**config.mk**
```make
export PLATFORM = sky130hd
export DESIGN_NAME = prefix_sum_pipe
export DESIGN_NICKNAME = d
export VERILOG_FILES = /design/src/rtl/prefix_sum_pipe.sv
export SDC_FILE = /design/constraint.sdc
export NUM_CORES = 1
export LEC_CHECK = 0
export CORE_ASPECT_RATIO = 1.25
export CORE_MARGIN = 10
export CORE_UTILIZATION = 42
export DETAILED_ROUTE_END_ITERATION = 12
export HOLD_SLACK_MARGIN = 0.06
export MAX_ROUTING_LAYER = met4
export SLEW_MARGIN = 30
export SYNTH_ARGS = -nofsm -noshare
export SYNTH_HDL_FRONTEND = slang
export SYNTH_SLANG_ARGS = --single-unit
```
**constraint.sdc**
```tcl
create_clock -name clk -period 2.6 [get_ports clk]
set_input_delay 0.52 -clock clk [delete_from_list [all_inputs] [get_ports clk]]
set_output_delay 0.52 -clock clk [all_outputs]
set_load 0.03 [all_outputs]
```
**src/rtl/prefix_sum_pipe.sv**
```systemverilog
// Pipelined Kogge-Stone prefix-carry and sum stage: resolves per-bit g/p into a
// registered sum/cout, one beat per cycle under valid/ready with full backpressure.

module prefix_sum_lvl #(
  parameter int WIDTH = 8,
  parameter int DIST  = 1
) (
  input  logic [WIDTH-1:0] g_i,
  input  logic [WIDTH-1:0] p_i,
  output logic [WIDTH-1:0] g_o,
  output logic [WIDTH-1:0] p_o
);
  for (genvar i = 0; i < WIDTH; i++) begin : g_bit
    if (i >= DIST) begin : g_cmb
      assign g_o[i] = g_i[i] | (p_i[i] & g_i[i-DIST]);
      assign p_o[i] = p_i[i] & p_i[i-DIST];
    end else begin : g_pass
      assign g_o[i] = g_i[i];
      assign p_o[i] = p_i[i];
    end
  end
endmodule

module prefix_sum_pipe #(
  parameter int WIDTH = 8
) (
  input  logic             clk,
  input  logic             rst_n,
  input  logic             in_valid,
  output logic             in_ready,
  input  logic [WIDTH-1:0] g_in,
  input  logic [WIDTH-1:0] p_in,
  input  logic             cin,
  output logic             out_valid,
  input  logic             out_ready,
  output logic [WIDTH-1:0] sum,
  output logic             cout,
  output logic             err
);
  localparam int STAGES = $clog2(WIDTH);

  logic             adv;
  logic [WIDTH-1:0] p_eff, g_fold;
  logic             err_in;

  logic [STAGES-1:0][WIDTH-1:0] lvl_g_i, lvl_p_i, lvl_g_o, lvl_p_o;
  logic [STAGES-1:0][WIDTH-1:0] g_q, p_q, po_q;
  logic [STAGES-1:0]            ci_q, er_q;
  logic [STAGES:0]              vld_q;

  logic [WIDTH-1:0] sum_d, sum_q;
  logic             cout_d, cout_q, err_q;

  assign in_ready = !vld_q[STAGES] | out_ready;
  assign adv      = in_ready;

  // Generate wins on an illegal bit: its propagate is dropped everywhere.
  assign p_eff  = p_in & ~g_in;
  assign err_in = |(g_in & p_in);

  always_comb begin
    g_fold    = g_in;
    g_fold[0] = g_in[0] | (p_eff[0] & cin);
  end

  for (genvar k = 0; k < STAGES; k++) begin : g_lvl
    if (k == 0) begin : g_first
      assign lvl_g_i[k] = g_fold;
      assign lvl_p_i[k] = p_eff;
    end else begin : g_next
      assign lvl_g_i[k] = g_q[k-1];
      assign lvl_p_i[k] = p_q[k-1];
    end
    prefix_sum_lvl #(.WIDTH(WIDTH), .DIST(1 << k)) u_lvl (
      .g_i (lvl_g_i[k]),
      .p_i (lvl_p_i[k]),
      .g_o (lvl_g_o[k]),
      .p_o (lvl_p_o[k])
    );
  end

  // After the last level G[i] is the carry into bit i+1.
  always_comb begin
    sum_d[0] = po_q[STAGES-1][0] ^ ci_q[STAGES-1];
    for (int i = 1; i < WIDTH; i++)
      sum_d[i] = po_q[STAGES-1][i] ^ g_q[STAGES-1][i-1];
    cout_d = g_q[STAGES-1][WIDTH-1];
  end

  always_ff @(posedge clk or negedge rst_n) begin
    if (!rst_n) begin
      vld_q  <= '0;
      g_q    <= '0;
      p_q    <= '0;
      po_q   <= '0;
      ci_q   <= '0;
      er_q   <= '0;
      sum_q  <= '0;
      cout_q <= 1'b0;
      err_q  <= 1'b0;
    end else if (adv) begin
      vld_q   <= {vld_q[STAGES-1:0], in_valid};
      g_q[0]  <= lvl_g_o[0];
      p_q[0]  <= lvl_p_o[0];
      po_q[0] <= p_eff;
      ci_q[0] <= cin;
      er_q[0] <= err_in;
      for (int k = 1; k < STAGES; k++) begin
        g_q[k]  <= lvl_g_o[k];
        p_q[k]  <= lvl_p_o[k];
        po_q[k] <= po_q[k-1];
        ci_q[k] <= ci_q[k-1];
        er_q[k] <= er_q[k-1];
      end
      sum_q  <= sum_d;
      cout_q <= cout_d;
      err_q  <= er_q[STAGES-1];
    end
  end

  assign out_valid = vld_q[STAGES];
  assign sum       = sum_q;
  assign cout      = cout_q;
  assign err       = err_q;
endmodule
```
==> flow_metrics.env <==
export IMPL_grt_usage_pct=11.4
export IMPL_start_kind="primary input"
export IMPL_syn_nets=340
export IMPL_r2r_end="g_q[1]"
export IMPL_detail_route_vias_per_cell=4.85
export IMPL_cp_top_family="buffers and inverters"
export IMPL_grt_ovfl_total=0
export IMPL_r2r_start="vld_q[3]"
export IMPL_numPortBuffers=32
export IMPL_path_clk_slew_ns=0.08
export IMPL_finalCriticalPeriod_ns=2.11
export IMPL_initial_core_util_pct=42.5
export IMPL_arrival_ns=1.59
export IMPL_critPathKind="primary input to output port"
export IMPL_maxSlewViolCount=0
export IMPL_grt_antenna_before_repair=0
export IMPL_core_region_area_sq_um=7310
export IMPL_yosysTopAreaCellShare_pct=62.7
export IMPL_drive_gt1_share_pct=6.76
export IMPL_die_area_sq_um=11300
export IMPL_post_cts_setup_buffer_count=0
export IMPL_area_growth_pct=19.5
export IMPL_drc=0
export IMPL_cts_resized=0
export IMPL_via_count=2166
export IMPL_routed_wirelength_um=5930
export IMPL_dieHeight_um=116
export IMPL_cpMaxStageDelayCell="clkdlybuf4s50_1"
export IMPL_slew_headroom_pct=65.1
export IMPL_finalPower_mw=4.05
export IMPL_top_level_ports=33
export IMPL_grt_first_pass_wirelength_um=10200
export IMPL_skew_ns=0.00692
export IMPL_cts_tree="done"
export IMPL_routabilityCongestion=0.735
export IMPL_required_ns=2.08
export IMPL_cts_sinks=78
export IMPL_max_freq_ghz=0.473
export IMPL_synth_common_cells="133 x nand2_1, 78 x dfrtp_1, 25 x o21ai_0, 18 x a21oi_1, 13 x buf_2"
export IMPL_rr_worst_depth=5
export IMPL_tns_ns=0
export IMPL_final_nets=371
export IMPL_path_buf_inv=3
export IMPL_h_tree_depth=3
export IMPL_p_leak_nw=1.80
export IMPL_worst_setup_path_end_kind="output port"
export IMPL_worstPathCellList="clkdlybuf4s50_1 > nor2b_4 > inv_2 > buf_4"
export IMPL_yosysWarningCount=0
export IMPL_outcome="finished clean"
export IMPL_ys_top_cells_by_area="dfrtp_1 63%, nand2_1 16%, o21ai_0 4.0%"
export IMPL_drtIter0Drc=108
export IMPL_clk_path_buf_depth=2
export IMPL_first_pass_iters=4
export IMPL_tightest_slew_ns=0.524
export IMPL_rsz0062_at_grt="false"
export IMPL_rrSetupSlack_ns=1.10
export IMPL_cp_depth=4
export IMPL_setup_viol=0
export IMPL_clockRootBuffer="clkbuf_8"
export IMPL_path_max_fanout=19
export IMPL_hold_path_class="primary input to asynchronous set/reset pin"
export IMPL_synthCells=319
export IMPL_grt_max_degree=102
export IMPL_synth_area_leader_cell="dfrtp_1"
export IMPL_synth_cell_types=26
export IMPL_ir_drop_mv=0.699
export IMPL_cap_violations=0
export IMPL_synth_seq_cells=78
export IMPL_yosysMostFrequentCell="nand2_1"
export IMPL_yosys_most_used_dff="dfrtp_1"
export IMPL_grt_pass1_vias=2201
export IMPL_cts_buffers=9
export IMPL_rows=35
export IMPL_period_share_pct=81.3
export IMPL_ant_nets=0
export IMPL_die_w_um=97.0
export IMPL_fin_util_pct=50.9
export IMPL_hold_buffers=0
export IMPL_max_stage_delay_ns=0.50
export IMPL_hold_viol=0
export IMPL_diodes=0
export IMPL_synth_edff_count=0
export IMPL_powerDensity_nw_per_um2=1090
export IMPL_hpwl_um=3920
export IMPL_synth_seq_area_share_pct=62.7
export IMPL_clkLatencyLatePin_ns=0.35
export IMPL_synth_avg_cell_area_sq_um=9.75
export IMPL_async_flop_share_pct=100
export IMPL_fill_cells=726
export IMPL_synthesis_area_sq_um=3110
export IMPL_wl_per_cell_um=13.3
area by class of cell:
cell class	count	area (sq um)	area share (%)
flip-flops and latches	78	1950	52.5
multi-input cells	217	1040	27.9
repair buffers	36	370	9.96
clock buffers	10	128	3.43
well taps	92	115	3.09
clock inverters	6	86.3	2.32
inverters	8	30.0	0.807
power breakdown:
part           leakage, nW  internal (mW)  total, mW  switching (mW)
Sequential           0.965           1.64       1.90           0.255
Clock                0.106          0.539      0.980           0.441
Combinational        0.726          0.495       1.17           0.674
Total                 1.80           2.68       4.05            1.37
flip-flops by register name, indices dropped and copies added (netlist names):
register,count
g_q,23
po_q,22
lvl_p_i,12
sum,8
vld_q,4
ci_q,3
er_q,3
cout,1
cout_d,1
err,1
routing by layer:
layer | track usage [%] | up-vias | share of wire (%)
met5 | - | - | 0
met4 | 6.21 | 0 | 2.1
met3 | 2.84 | 8 | 3.5
met2 | 17.7 | 32 | 47
met1 | 13.3 | 1021 | 47
li1 | - | 1105 | -
how the worst max path moves through the flow:
stage               end      start
2_1_floorplan  in_ready   vld_q[3]
3_3_place_gp   in_ready  out_ready
3_5_place_dp   in_ready  out_ready
4_1_cts        in_ready  out_ready
5_1_grt        in_ready  out_ready
6_report       in_ready  out_ready
cells by family after synthesis:
family                 after synthesis  share of synthesized area (%)
XOR/XNOR                             8                           2.25
AND/OR/NAND/NOR                    147                           19.0
AO/OA/AOI/OAI                       62                           12.1
buffers and inverters               24                           3.90
flip-flops                          78                           62.7
through the flow:
step | setup slack (ns) | cells | hold WS (ns) | instance area (sq um)
2_1_floorplan | 0.988 | 319 | 0.224 | 3110
3_3_place_gp | 0.490 | 430 | 0.445 | 3490
3_5_place_dp | 0.478 | 431 | 0.448 | 3510
4_1_cts | 0.478 | 447 | 0.158 | 3720
5_1_grt | 0.439 | 447 | 0.178 | 3720
6_report | 0.485 | 447 | 0.150 | 3720
cells in the final DEF (no fill, tap or decap), types with 2 or more instances in the layout:
master,n
clkdlybuf4s50_1,30
bufinv_16,2
nor2_1,2
and3_1,3
inv_1,7
nand2_1,133
a22o_1,2
a21o_1,5
a221oi_1,2
nand3_1,4
buf_4,4
dfrtp_1,78
o21ai_0,25
clkinv_2,2
xnor2_1,8
a21oi_1,18
buf_12,2
a32o_1,6
clkbuf_8,9
Power figures use the tool's default switching activity.
